[config.mk]
export PLATFORM = sky130hd
export DESIGN_NAME = memory_sequencer
export DESIGN_NICKNAME = d
export VERILOG_FILES = /design/src/rtl/memory_sequencer.sv
export SDC_FILE = /design/constraint.sdc
export NUM_CORES = 1
export LEC_CHECK = 0
export CORE_AREA = 2 2 80 82
export DETAILED_ROUTE_END_ITERATION = 6
export DIE_AREA = 0 0 82 84
export MAX_ROUTING_LAYER = met4
export PLACE_DENSITY = 0.91
export SYNTH_ARGS = -nofsm -noshare
export SYNTH_HDL_FRONTEND = slang
export SYNTH_SLANG_ARGS = --single-unit
export TNS_END_PERCENT = 30
[constraint.sdc]
create_clock -name clock -period 6.43 [get_ports clock]
set_clock_uncertainty 0.1 [all_clocks]
set_input_delay 0.643 -clock clock [delete_from_list [all_inputs] [get_ports clock]]
set_output_delay 0.643 -clock clock [all_outputs]
set_load 0.05 [all_outputs]
[src/rtl/memory_sequencer.sv]
// Memory sequencer: fills memory with init data, bulk-loads it into an external
// register file, then writes results back. Define MEM_SEQ_HOLD_TIMEOUT_EN to add a HOLD timeout.
module memory_sequencer #(
    parameter int         DATA_W       = 48,
    parameter int         ADDR_W       = 3,
    parameter int         NUM_WORDS    = 8,
    parameter int         LAT          = 8,
    parameter logic [2:0] STORE_CODE   = 3'b100,
    parameter int         HOLD_TIMEOUT = 1024
) (
    input  logic              clock,
    input  logic              reset,
    input  logic              init_memory,
    input  logic              load_memory,
    input  logic [2:0]        process,
    input  logic [DATA_W-1:0] init_data,
    input  logic [DATA_W-1:0] datapath_out,
    input  logic [DATA_W-1:0] mem_rdata,
    output logic [ADDR_W-1:0] mem_addr,
    output logic [DATA_W-1:0] mem_wdata,
    output logic              mem_we,
    output logic              load_registers,
    output logic              done,
    output logic              finished_init,
    output logic              timeout
);

    typedef enum logic [2:0] {IDLE, INIT, LOAD, LOAD_STB, HOLD, WRITE} state_t;

    localparam logic [7:0]        LAST_WAIT = 8'(LAT - 1);
    localparam logic [ADDR_W-1:0] LAST_ADDR = ADDR_W'(NUM_WORDS - 1);

    state_t     state;
    state_t     next_state;
    logic [7:0] wcnt;
    logic       wait_done;
    logic       last_addr;
    logic       hold_expired;

    // Read data goes straight to the register file, not through this block.
    logic unused_rdata;
    assign unused_rdata = &{1'b0, mem_rdata};

    assign wait_done = (wcnt == LAST_WAIT);
    assign last_addr = (mem_addr == LAST_ADDR);

    always_ff @(posedge clock) begin
        if (reset) state <= IDLE;
        else       state <= next_state;
    end

    always_comb begin
        next_state = state;
        case (state)
            IDLE:     if (init_memory)              next_state = INIT;
                      else if (load_memory)         next_state = LOAD;
            INIT:     if (wait_done && last_addr)   next_state = IDLE;
            LOAD:     if (wait_done)                next_state = LOAD_STB;
            LOAD_STB: next_state = last_addr ? HOLD : LOAD;
            HOLD:     if (init_memory)              next_state = INIT;
                      else if (process == STORE_CODE) next_state = WRITE;
                      else if (hold_expired)        next_state = IDLE;
            WRITE:    if (wait_done && last_addr)   next_state = IDLE;
            default:  next_state = IDLE;
        endcase
    end

    always_comb begin
        mem_we         = (state == INIT) || (state == WRITE);
        mem_wdata      = (state == INIT) ? init_data : datapath_out;
        load_registers = (state == LOAD_STB);
        done           = (state == IDLE);
    end

    // Counters restart only when a sequence starts from IDLE or HOLD; LOAD_STB -> LOAD advances instead.
    always_ff @(posedge clock) begin
        if (reset) begin
            mem_addr <= '0;
            wcnt     <= '0;
        end else begin
            case (state)
                IDLE, HOLD: begin
                    if (next_state != state) begin
                        mem_addr <= '0;
                        wcnt     <= '0;
                    end
                end
                INIT, WRITE, LOAD: begin
                    if (wait_done) begin
                        wcnt <= '0;
                        if (state != LOAD && !last_addr) mem_addr <= mem_addr + ADDR_W'(1);
                    end else begin
                        wcnt <= wcnt + 8'd1;
                    end
                end
                LOAD_STB: begin
                    wcnt <= '0;
                    if (!last_addr) mem_addr <= mem_addr + ADDR_W'(1);
                end
                default: begin
                    mem_addr <= '0;
                    wcnt     <= '0;
                end
            endcase
        end
    end

    always_ff @(posedge clock) begin
        if (reset)                               finished_init <= 1'b0;
        else if (state == INIT && wait_done && last_addr) finished_init <= 1'b1;
    end

`ifdef MEM_SEQ_HOLD_TIMEOUT_EN
    logic [31:0] hold_cnt;

    assign hold_expired = (hold_cnt == 32'(HOLD_TIMEOUT - 1));

    always_ff @(posedge clock) begin
        if (reset || state != HOLD || next_state != HOLD) hold_cnt <= '0;
        else                                               hold_cnt <= hold_cnt + 32'd1;
    end

    // Sticky until reset or the next LOAD starts.
    always_ff @(posedge clock) begin
        if (reset)                                     timeout <= 1'b0;
        else if (state == HOLD && next_state == IDLE)  timeout <= 1'b1;
        else if (state == IDLE && next_state == LOAD)  timeout <= 1'b0;
    end
`else
    logic unused_timeout_param;
    assign unused_timeout_param = HOLD_TIMEOUT[0];
    assign hold_expired         = 1'b0;
    assign timeout              = 1'b0;
`endif

endmodule

==> reports/qor.csv <==
stage;metric;value;unit
status;status;finished, final reports clean;
final_layout;layout cells sized above 1;20.5;%
timing;actual slew at the worst max-slew pin;0.572;ns
drt;top sig layer;met4;
drt;met1 WL;2.15;mm
die;die height;84;um
global_routing;largest net degree at the start of global routing;38;
drt;drt total wl;5.66;mm
clocking;CTS resizes;0;
synthesis;Cell variety after synth;38;
place;post-DP HPWL;4.67;mm
critical_path;CP endpoint kind;primary output;
die;Starting Density;23.6;%
pwr;Lkg Pwr;1.14;nW
synthesis;Synth Flop Type;dfxtp_1;
clocking;clk slew on worst S/H paths;0.06;ns
synthesis;Yosys reg bits;15;
synthesis;synthesized area;1440;um2
drt;Via density;4.63;
timing;part of the cycle the worst path needs;59.6;%
drt;DR iter-0 viols;53;
timing;Final Hold Viols;0;
synthesis;Post-synth EDFFs;0;
critical_path;crit-path max FO;37;
clocking;post-CTS setup repair buffer count;0;
die;Die Wd;82;um
place;Final Wtd Congestion;0.786;
final_layout;Antenna Cells;0;
die;core footprint;6100;um2
final_layout;Reg area;300;um2
global_routing;initial antenna violation count;0;
timing;RSZ-0062 raised after global routing;false;
drt;antenna-violating nets left;0;
clocking;clk root buf;clkbuf_8;
synthesis;syn_nets;311;
pwr;worst vdd ir;0.110;mV
synthesis;register area share after synthesis;20.9;%
critical_path;Worst EP required;5.69;ns
global_routing;vias in the first global route;1798;
global_routing;first-pass GRT wire length;8.51;mm
drt;routed length per placed instance;14.7;um
final_layout;multi-input logic area;1060;um2
die;die area;6890;um2
clocking;H-tree depth;1;
critical_path;Startpoint Class;flop;
timing;maximum clock frequency;261;MHz
final_layout;# nets final;462;
synthesis;Avg Cell Area, Syn;9.17;um2
clocking;TritonCTS clock tree;built;
place;IO Port Bufs;157;
clocking;Num CTS Buffers;3;
die;row cnt;29;
final_layout;# fillers;559;
pwr;Total Power;516;uW
synthesis;Async S/R FF share, synth;0;%
worst_hold_path;HP Class;flop to flop;
synthesis;Mapped Cells;157;
timing;Setup Viol. Count Final;0;
run;max capacitance violation total;0;
timing;Final min period;3.83;ns
drt;met2 wire len;2.97;mm
drt;DRC;0;
drt;met3 WL;473;um
timing;worst rel slew slack;61.8;%
timing;setup_tns;0;ns
timing;Max Slew Vio Count;0;
global_routing;Tot GR Track Use;16.1;%
clocking;Post-CTS Hold Buffers;0;
synthesis;synth warn;0;
clocking;clk sink count;15;
drt;vias;1778;
clocking;clock buffer depth;2;
drt;1st-pass router iterations;4;
critical_path;Critical Path AT;3.09;ns
global_routing;grt ovf;0;
die;io pins;207;
critical_path;Setup CP Type;flop to primary output;
pwr;power per cell area;167;nW/um2
final_layout;Area growth syn-to-layout;115;%
clocking;worst skew pair latency;0.25;ns
-- through the flow --
stage | hold WS [ns] | util [%] | area (um2) | setup slack, ns | instances
5_1_grt | 0.438 | 50.7 | 3090 | 2.34 | 384
4_1_cts | 0.393 | 50.7 | 3090 | 2.54 | 384
2_1_floorplan | 0.379 | - | 1440 | 3.24 | 157
3_3_place_gp | 0.356 | 49.9 | 3040 | 2.89 | 380
6_report | 0.392 | 50.7 | 3090 | 2.60 | 384
3_5_place_dp | 0.376 | 49.9 | 3040 | 2.83 | 380
-- Yosys cell counts (all sizes together), types with 2 or more instances --
| master | count | share of area (%) |
|---|---|---|
| o21ai | 4 | 1.4 |
| nor2b | 3 | 1.3 |
| o211ai | 2 | 1.0 |
| nor3 | 9 | 3.5 |
| inv | 3 | 0.78 |
| mux2i | 2 | 1.4 |
| a21oi | 11 | 3.8 |
| clkbuf | 6 | 2.3 |
| dfxtp | 15 | 21 |
| nand2 | 6 | 1.6 |
| or3b | 2 | 1.2 |
| mux2 | 48 | 38 |
| o31ai | 3 | 1.6 |
| nor2 | 12 | 3.1 |
| buf | 6 | 3.3 |
| and3 | 4 | 1.9 |
| nor3b | 3 | 1.6 |
| ha | 3 | 2.6 |
-- power breakdown --
group          internal, mW  switching [mW]  total, mW  leakage [nW]
registers            0.0960         0.00461      0.101         0.122
clock network        0.0430          0.0359     0.0790        0.0255
logic                 0.153           0.183      0.336         0.995
total                 0.292           0.224      0.516          1.14
-- kinds of logic (layout without fill, tap and decap cells) --
kind of cell             Yosys count  count (layout)  share of synthesized area, %
AO/OA/AOI/OAI                     29              29                          13.7
adder cells (fa/ha/maj)            3               3                          2.61
buffers and inverters             15             165                          6.34
flip-flops                        15              15                          20.9
multiplexers                      50              50                          38.9
other                              1               1                         0.260
AND/OR/NAND/NOR                   44              44                          17.3
-- layout make-up --
type                            instances  area share, %
Clock buffer                            3           1.34
Clock inverter                          1          0.162
Inverter                                3          0.365
Multi-Input combinational cell        127           34.2
Sequential cell                        15           9.72
Tap cell                               77           3.12
Timing Repair Buffer                  158           51.1
-- critical path, cell delays in order, from the launching register on --
cell,delay [ns]
dfxtp_1,0.49
nor2b_1,0.29
nor2b_4,0.43
buf_4,0.49
mux2_2,0.40
clkdlybuf4s50_1,0.72
-- registers in the layout, indices dropped and copies added (netlist names) --
name and cells:
mem_addr 3, wcnt 8, finished_init 1, state 3
-- final timing paths --
check / start / cells after the start / endpoint / slack, ns
setup / recovery: state[0] / 5 / mem_wdata[15] / 2.60
hold / removal: mem_addr[1] / 2 / mem_addr[1] / 0.39
setup reg to reg: state[1] / 5 / mem_addr[0] / 4.22
hold reg to reg: mem_addr[1] / 2 / mem_addr[1] / 0.39
-- routing by layer --
metal | track usage, % | vias to the layer above
met3 | 2.92 | 7
met2 | 29.4 | 80
met1 | 17.2 | 811
li1 | - | 880
met5 | - | -
met4 | 4.39 | 0
-- cells in the final DEF, fill, tap and decap left out, types with 3 or more instances in the layout --
cell type	instances
nor3_1	8
clkdlybuf4s50_1	157
mux2_2	48
o31ai_1	3
a21oi_1	11
dfxtp_1	15
ha_1	3
nor3b_1	3
inv_1	3
nor2_1	12
clkbuf_8	3
o21ai_0	4
nand2_1	6
Note: power is estimated with default switching activity, not from simulation.
